[src/rtl/stage_id.sv]
// stage_id: instruction-decode stage of a 5-stage MIPS-style pipeline.
// Holds the IF/ID register, the 32x32 register file (with WB bypass), the
// decoder, hazard detection (load-use and branch/jr operand hazards), branch
// and jump resolution, and the ID/EX pipeline register.
// Ports:
//   clk, rst                               clock, synchronous active-high reset
//   Instr_IF, pc4_IF                       fetched instruction and its PC+4
//   stall                                  hold PC and IF/ID (combinational)
//   PcSrc, Address_ID                      redirect select and target (combinational)
//   RegWrite_WB, WriteReg_WB, WriteData_WB register-file write port
//   MemRead_MEM, WriteReg_MEM              load currently in MEM
//   *_EX                                   registered ID/EX outputs
module stage_id (
  input  logic        clk,
  input  logic        rst,
  input  logic [31:0] Instr_IF,
  input  logic [31:0] pc4_IF,
  output logic        stall,
  output logic [1:0]  PcSrc,
  output logic [31:0] Address_ID,
  input  logic        RegWrite_WB,
  input  logic [4:0]  WriteReg_WB,
  input  logic [31:0] WriteData_WB,
  input  logic        MemRead_MEM,
  input  logic [4:0]  WriteReg_MEM,
  output logic [31:0] pc4_EX,
  output logic [31:0] A_EX,
  output logic [31:0] B_EX,
  output logic [31:0] Imm_EX,
  output logic [31:0] Instr_EX,
  output logic [4:0]  WriteReg_EX,
  output logic        RegWrite_EX,
  output logic        MemRead_EX,
  output logic        MemWrite_EX,
  output logic        MemToReg_EX,
  output logic        ALUSrc_EX,
  output logic        Link_EX
);

  typedef enum logic [5:0] {
    OP_RTYPE = 6'h00, OP_J   = 6'h02, OP_JAL = 6'h03, OP_BEQ = 6'h04,
    OP_BNE   = 6'h05, OP_ADDI = 6'h08, OP_ORI = 6'h0D, OP_LUI = 6'h0F,
    OP_LW    = 6'h23, OP_SW  = 6'h2B
  } opcode_e;

  // IF/ID
  logic [31:0] ifid_instr_q, ifid_pc4_q;
  logic        ifid_valid_q;
  // Register file
  logic [31:0] rf_q [32];
  // ID/EX
  logic [31:0] pc4_q, a_q, b_q, imm_q, instr_q;
  logic [4:0]  wr_q;
  logic [5:0]  ctrl_q; // {RegWrite, MemRead, MemWrite, MemToReg, ALUSrc, Link}

  // Field extraction
  logic [5:0]  op, funct;
  logic [4:0]  rs, rt, rd;
  logic [15:0] imm16;
  assign op    = ifid_instr_q[31:26];
  assign rs    = ifid_instr_q[25:21];
  assign rt    = ifid_instr_q[20:16];
  assign rd    = ifid_instr_q[15:11];
  assign funct = ifid_instr_q[5:0];
  assign imm16 = ifid_instr_q[15:0];

  // Decode; an invalid IF/ID slot or unknown opcode leaves every flag low.
  logic is_r, is_jr, is_lw, is_sw, is_beq, is_bne, is_addi, is_ori, is_lui, is_j, is_jal;
  always_comb begin
    is_r = 1'b0; is_lw = 1'b0; is_sw = 1'b0; is_beq = 1'b0; is_bne = 1'b0;
    is_addi = 1'b0; is_ori = 1'b0; is_lui = 1'b0; is_j = 1'b0; is_jal = 1'b0;
    if (ifid_valid_q) begin
      case (op)
        OP_RTYPE: is_r    = 1'b1;
        OP_LW:    is_lw   = 1'b1;
        OP_SW:    is_sw   = 1'b1;
        OP_BEQ:   is_beq  = 1'b1;
        OP_BNE:   is_bne  = 1'b1;
        OP_ADDI:  is_addi = 1'b1;
        OP_ORI:   is_ori  = 1'b1;
        OP_LUI:   is_lui  = 1'b1;
        OP_J:     is_j    = 1'b1;
        OP_JAL:   is_jal  = 1'b1;
        default:  ;
      endcase
    end
  end
  assign is_jr = is_r && (funct == 6'h08);

  // Control and destination
  logic        reg_write_d;
  logic [4:0]  wr_d;
  logic [5:0]  ctrl_d;
  logic [31:0] imm_d;
  assign reg_write_d = (is_r && !is_jr) || is_lw || is_addi || is_ori || is_lui || is_jal;
  assign wr_d   = !reg_write_d ? 5'd0 : is_jal ? 5'd31 : is_r ? rd : rt;
  assign ctrl_d = {reg_write_d, is_lw, is_sw, is_lw, (is_lw || is_sw || is_addi || is_ori || is_lui), is_jal};
  assign imm_d  = is_ori ? {16'h0000, imm16} : {{16{imm16[15]}}, imm16};

  // Register reads with same-cycle WB bypass; $0 always reads zero.
  logic [31:0] a_d, b_d;
  always_comb begin
    a_d = '0;
    b_d = '0;
    if (rs != 5'd0) a_d = (RegWrite_WB && WriteReg_WB == rs) ? WriteData_WB : rf_q[rs];
    if (rt != 5'd0) b_d = (RegWrite_WB && WriteReg_WB == rt) ? WriteData_WB : rf_q[rt];
  end

  // Hazard detection; a zero source register never matches.
  logic use_rs, use_rt, hz_ex, hz_mem, is_branchy;
  assign use_rs = is_r || is_lw || is_sw || is_beq || is_bne || is_addi || is_ori;
  assign use_rt = (is_r && !is_jr) || is_sw || is_beq || is_bne;
  assign hz_ex  = (use_rs && rs != 5'd0 && rs == wr_q) || (use_rt && rt != 5'd0 && rt == wr_q);
  assign hz_mem = (use_rs && rs != 5'd0 && rs == WriteReg_MEM) ||
                  (use_rt && rt != 5'd0 && rt == WriteReg_MEM);
  assign is_branchy = is_beq || is_bne || is_jr;
  assign stall = (ctrl_q[4] && hz_ex) ||
                 (is_branchy && ((ctrl_q[5] && hz_ex) || (MemRead_MEM && hz_mem)));

  // Redirect resolution; suppressed while stalled.
  logic [31:0] br_target;
  assign br_target = ifid_pc4_q + {{14{imm16[15]}}, imm16, 2'b00};
  always_comb begin
    PcSrc      = 2'd0;
    Address_ID = '0;
    if (!stall) begin
      if ((is_beq && a_d == b_d) || (is_bne && a_d != b_d)) begin
        PcSrc      = 2'd1;
        Address_ID = br_target;
      end else if (is_j || is_jal) begin
        PcSrc      = 2'd2;
        Address_ID = {ifid_pc4_q[31:28], ifid_instr_q[25:0], 2'b00};
      end else if (is_jr) begin
        PcSrc      = 2'd3;
        Address_ID = a_d;
      end
    end
  end

  always_ff @(posedge clk) begin
    if (rst) begin
      ifid_instr_q <= '0;
      ifid_pc4_q   <= '0;
      ifid_valid_q <= 1'b0;
      pc4_q <= '0; a_q <= '0; b_q <= '0; imm_q <= '0; instr_q <= '0;
      wr_q  <= '0; ctrl_q <= '0;
      for (int unsigned i = 0; i < 32; i++) rf_q[i] <= '0;
    end else begin
      if (RegWrite_WB && WriteReg_WB != 5'd0) rf_q[WriteReg_WB] <= WriteData_WB;
      if (!stall) begin
        ifid_instr_q <= Instr_IF;
        ifid_pc4_q   <= pc4_IF;
        // A taken redirect squashes the just-fetched instruction.
        ifid_valid_q <= (PcSrc == 2'd0);
      end
      pc4_q <= ifid_pc4_q;
      a_q   <= a_d;
      b_q   <= b_d;
      imm_q <= imm_d;
      if (stall) begin
        instr_q <= '0;
        wr_q    <= '0;
        ctrl_q  <= '0;
      end else begin
        instr_q <= ifid_instr_q;
        wr_q    <= wr_d;
        ctrl_q  <= ctrl_d;
      end
    end
  end

  assign pc4_EX      = pc4_q;
  assign A_EX        = a_q;
  assign B_EX        = b_q;
  assign Imm_EX      = imm_q;
  assign Instr_EX    = instr_q;
  assign WriteReg_EX = wr_q;
  assign {RegWrite_EX, MemRead_EX, MemWrite_EX, MemToReg_EX, ALUSrc_EX, Link_EX} = ctrl_q;

endmodule

[config.mk]
export PLATFORM = sky130hd
export DESIGN_NAME = stage_id
export DESIGN_NICKNAME = d
export VERILOG_FILES = /design/src/rtl/stage_id.sv
export SDC_FILE = /design/constraint.sdc
export NUM_CORES = 2
export LEC_CHECK = 0
export CAP_MARGIN = 0
export CORE_ASPECT_RATIO = 0.8
export CORE_UTILIZATION = 45
export CTS_BUF_LIST = sky130_fd_sc_hd__clkbuf_4 sky130_fd_sc_hd__clkbuf_8
export CTS_CLUSTER_DIAMETER = 40
export DETAILED_ROUTE_END_ITERATION = 8
export PLACE_DENSITY = 0.66
export SLEW_MARGIN = 5
export SYNTH_ARGS = -nofsm -noshare
export SYNTH_HDL_FRONTEND = slang
export SYNTH_SLANG_ARGS = --single-unit
export TNS_END_PERCENT = 20
[constraint.sdc]
create_clock -name clk -period 4.88 [get_ports clk]
set_input_delay 0.488 -clock clk [delete_from_list [all_inputs] [get_ports clk]]
set_output_delay 0.488 -clock clk [all_outputs]
set_load 0.05 [all_outputs]
# Yosys cells after proc, flatten, opt, wreduce, memory -nomap -nowiden
# Memories as Yosys holds them, arrays and structs flattened. A register that Yosys moved wholly into a read port is not among the register bits.
# Cells that the tools add are included.
# totals
mem_bits_rw	1024
ff_bits	221
in_bits	110
memories	1
out_inout_bits	206
# mem_list
name	words	word_bits	read_ports	rd_ports_with_merged_regs	wr	line	source
rf_q	32	32	2	2	32	50	logic [31:0] rf_q [32];
# classes
bitwise	1
n_reduce_logical	53
n_eq_ne	18
n_addsub	1
mux	46
# op_table
operator	n
$mux W32	9
$mux W5	7
$add A32 B32 Y32	1
$eq A32 B32 Y1	1
$ne A32 B32 Y1	1
$reduce_or A32 Y1	1
$eq A5 B5 Y1	6
$logic_or A1 B1 Y1	26
$mux W1	26
$eq A6 B4 Y1 const B	4
$logic_and A1 B1 Y1	17
$reduce_bool A5 Y1	3
$eq A6 B2 Y1 const B	2
$eq A6 B3 Y1 const B	2
$eq A6 B6 Y1 const B	2
$mux W2	4
$logic_not A6 Y1	1
$reduce_or A2 Y1	2
$reduce_or A3 Y1	1
$logic_not A2 Y1	1
$logic_not A1 Y1	1
$not A1 Y1	1

# Depth between registers and ports, before layout
# logic_depth
depth_word	18
mapped_depth	19

# Worst setup path before layout
# OpenSTA, ideal clock, no wires.
# synth_path
kind	reg2out
from	register (tool-made name)
to	output Address_ID[16]
slack_ns	-0.607
arrival_time_ns	4.999
stages_incl_launch_ff	16
t_required_ns	4.392
cell_sequence	dfxtp_1 -> buf_6 -> buf_8 -> buf_4 -> buf_4 -> buf_2 -> mux4_2 -> a221oi_1 -> o221ai_1 -> nand2_1 -> o22ai_1 -> a32o_1 -> nand4_1 -> nor4_4 -> buf_4 -> o311ai_0
# synth_rtl
element	line	source
to (decl)	20	output logic [31:0] Address_ID,

==> results_dict.tcl <==
set metrics [dict create \
    seq_area_frac_synth_pct 54.39 \
    required_time_at_the_worst_slack_endpoint_ps 4390 \
    dp_hpwl_um 183800 \
    cp.arrival_ps 5430 \
    worstPathMaxFanout 8 \
    yosysWarningCount 0 \
    final_net_count 5774 \
    finalWeightedCongestion 1.050 \
    first_global_vias 47480 \
    core_area_sq_mm 0.1430 \
    drc 0 \
    period_share_pct 121.3 \
    drt-total-wl_um 271900 \
    netlist_area_sq_mm 0.06499 \
    fin_ws_ps -1042 \
    timing.critical_path.max_delay_family "compound AO/OA/AOI/OAI gates" \
    antenna_found_initial 23 \
    report.final.hold_viol_count 0 \
    critPathLaunchType "flip-flop" \
    vdd_ir_drop_max_uv 315.4 \
    maxCapViolCount 0 \
    die_x_um 426.9 \
    detailedRoute.firstIterationViolations 8790 \
    failed_checks "setup timing" \
    worst_setup_hold_path_clk_slew_ps 70 \
    grt_pass1_wl_um 371600 \
    tritoncts_num_sinks 1254 \
    crit_chain "buf_4 -> nor2_2 -> buf_4 -> a221oi_1 -> o21ai_1 -> a21oi_1 -> a221oi_4 -> and4bb_1 -> a21oi_1 -> o22ai_1 -> o2111ai_2 -> nor4_4 -> buf_6 -> mux2i_2 -> buf_4 -> buf_6 -> o32ai_4 -> buf_6" \
    final-setup-viol-count 33 \
    areaGrowthSynthToFinish_pct 26.79 \
    cts.root.buffer_cell "clkbuf_8" \
    post_placement_cell_count 7219 \
    drt_wl_cell_um 35.26 \
    dieArea_sq_mm 0.1460 \
    multi_input_gate_area_sq_mm 0.02914 \
    grtUsageTotal_pct 36.76 \
    max-clock-path-buffers 3 \
    synthArstFlopShare_pct 0 \
    grt.met3_usage_pct 13.02 \
    global_route.overflow_total 0 \
    portBuffers 315 \
    io_pins 316 \
    fin_cells 7713 \
    min_period_ps 5922 \
    max_freq_mhz 168.9 \
    placement.setup.worst_slack_ps -558.9 \
    total_via_count_in_the_routed_design 50010 \
    fp.dieH_um 341.9 \
    drt-vias-per-instance 6.484 \
    cts-htree-levels 4 \
    cell_area_power_density_mw_per_mm2 335.1 \
    finClkSkew_ps 69.84 \
    seq_area_sq_mm 0.03538 \
    cts-buffers-inserted 208 \
    grt_use_met1_pct 50.23 \
    cellLeakagePower_nw 29.44 \
    timing_worst_setup_path_type "reg2out" \
    critical-path-slowest-cell "nor2_2" \
    syn_area_per_cell_sq_um 13.54 \
    grt_most_used_layer "met2" \
    initial_utilization_pct 45.44 \
    number_of_iterations_in_the_first_detailed_routing_pass 8 \
    grt_start_max_net_pins 111 \
    placementRows 124 \
    min-delay-path-class "in2reg" \
    critPathMaxStageDelay_ps 450 \
    rsz0062_at_grt "true" \
    slew_viol_final 0 \
    drive_gt1_share_pct 32.67 \
    cp_num_buf_inv 6 \
    postLayoutCoreUtil_pct 57.61 \
    synth.lib_cells_used.distinct 82 \
    syn_inst 4801 \
    outcome "finished, violations left" \
    synth-main-ff-cell "edfxtp_1" \
    synth_edf_count 1024 \
    fin_tns_setup_ps -31460 \
    number_of_nets_with_antenna_violations_after_detailed_routing 0 \
    filler_cell_count 11290 \
    clk_latency_ps 1020 \
    grtUsageMet2_pct 51.29 \
    worst_slew_pin_slew_ps 1210 \
    cp-end-kind "output port" \
    timing.max_slew.rel_slack_pct 19.31 \
    clock_tree_from_tritoncts "done" \
    flop_and_latch_count_out_of_synthesis 1254 \
]
[per-layer routing]
metal / wire, um / vias to the layer above
met3: 40110 / 819
met1: 101800 / 25090
li1: - / 19910
met2: 113300 / 4184
met4: 16660 / 6
met5: 42 / -
[cells by family (layout without fill, tap and decap cells)]
group,count (synthesis),in the layout,synth area share (%)
multiplexers,682,682,19.39
buffers and inverters,500,1477,3.452
XOR/XNOR,68,68,0.9163
other,1,46,0.005770
AND/OR/NAND/NOR,1673,1673,14.70
flip-flops,1254,1254,54.39
adder cells (fa/ha/maj),30,30,0.5891
AO/OA/AOI/OAI,593,593,6.555
[power breakdown]
group / switching [W] / internal (W)
combinational: 0.00302 / 0.00216
sequential: 0.000344 / 0.0122
clock: 0.00469 / 0.00524
[cells in the mapped netlist, types with 13 or more instances]
cell / instances / share of area (%)
clkbuf_1: 348 / 2.0
a221oi_1: 85 / 1.1
xor2_1: 19 / 0.26
nand2_1: 105 / 0.61
nand2b_1: 21 / 0.20
a21oi_1: 110 / 0.85
or3_1: 14 / 0.13
dfxtp_1: 230 / 7.1
or2_2: 38 / 0.37
mux4_2: 461 / 16
ha_1: 29 / 0.56
a21o_1: 13 / 0.15
buf_1: 14 / 0.081
and2_1: 1013 / 9.8
o21ai_0: 47 / 0.36
nand4_1: 18 / 0.17
inv_1: 20 / 0.12
edfxtp_1: 1024 / 47
o22ai_1: 54 / 0.52
a22o_1: 21 / 0.28
a22oi_1: 120 / 1.4
nor3_1: 72 / 0.55
nand3_1: 28 / 0.22
buf_2: 47 / 0.36
buf_4: 55 / 0.64
o221ai_1: 22 / 0.30
xnor2_1: 49 / 0.66
mux2i_1: 217 / 3.3
a211oi_1: 29 / 0.33
nor2_1: 243 / 1.4
nor2b_1: 77 / 0.74
[what timing repair did]
action                                  CTS  global route
hold buffers                              2             0
buffers inserted                         66            24
endpoints found under the hold margin    16             0
gates resized for setup                 189           124
cloned                                   11             1
pin swaps                                31            57
endpoints found under the setup margin   34            36
[per-stage QoR]
stage	hold slack, ps	total power, W	instance area, sq um
after floorplan	430.2	0.01494	65110
after global placement	445.2	0.01730	75220
after detailed placement	449.9	0.01735	75220
after CTS	8.080	0.02733	81600
after global routing	64.49	0.02819	82390
final	80.99	0.02762	82410
[layout by cell type, fill, tap and decap left out, drive strengths merged, types with 22 or more instances in the layout]
| cell type | synthesis | routed |
|---|---|---|
| a211oi | 30 | 30 |
| a21oi | 110 | 110 |
| a221oi | 88 | 88 |
| a22oi | 120 | 120 |
| and2 | 1013 | 1013 |
| buf | 129 | 783 |
| clkbuf | 348 | 281 |
| clkdlybuf4s50 | 0 | 279 |
| clkinv | 1 | 81 |
| conb | 1 | 32 |
| dfxtp | 230 | 230 |
| edfxtp | 1024 | 1024 |
| ha | 29 | 29 |
| inv | 22 | 30 |
| mux2i | 218 | 218 |
| mux4 | 461 | 461 |
| nand2 | 105 | 105 |
| nand3 | 28 | 28 |
| nor2 | 243 | 243 |
| nor2b | 77 | 77 |
| nor3 | 72 | 72 |
| o21ai | 53 | 53 |
| o221ai | 22 | 22 |
| o22ai | 54 | 54 |
| or2 | 38 | 38 |
| xnor2 | 49 | 49 |
[final cells by class]
type,instances,area share (%)
well taps,1890,2.870
inverters,23,0.1078
multi-input cells,3078,35.36
clock inverters,106,1.057
clock buffers,279,4.242
repair buffers,1069,13.39
flip-flops and latches,1254,42.93
diodes,14,0.04251
[state kept, by name (all words and copies together), names as in the netlist, named ones only]
signal / flops
ctrl_q: 5
WriteReg_EX: 5
Imm_EX: 17
Instr_EX: 32
B_EX: 32
ifid_pc4_q: 32
pc4_EX: 32
ifid_instr_q: 32
rf_q: 1024
ifid_valid_q: 1
A_EX: 32
[worst paths after layout]
path                          from               end  slack [ps]  cells past startpoint
setup / recovery         flip-flop     Address_ID[1]       -1040                     18
hold / removal        Instr_IF[30]  ifid_instr_q[30]          80                      2
setup reg to reg         flip-flop      ifid_valid_q         140                     18
hold reg to reg   ifid_instr_q[30]      Instr_EX[30]         460                      1
(Power assumes the default switching activity.)
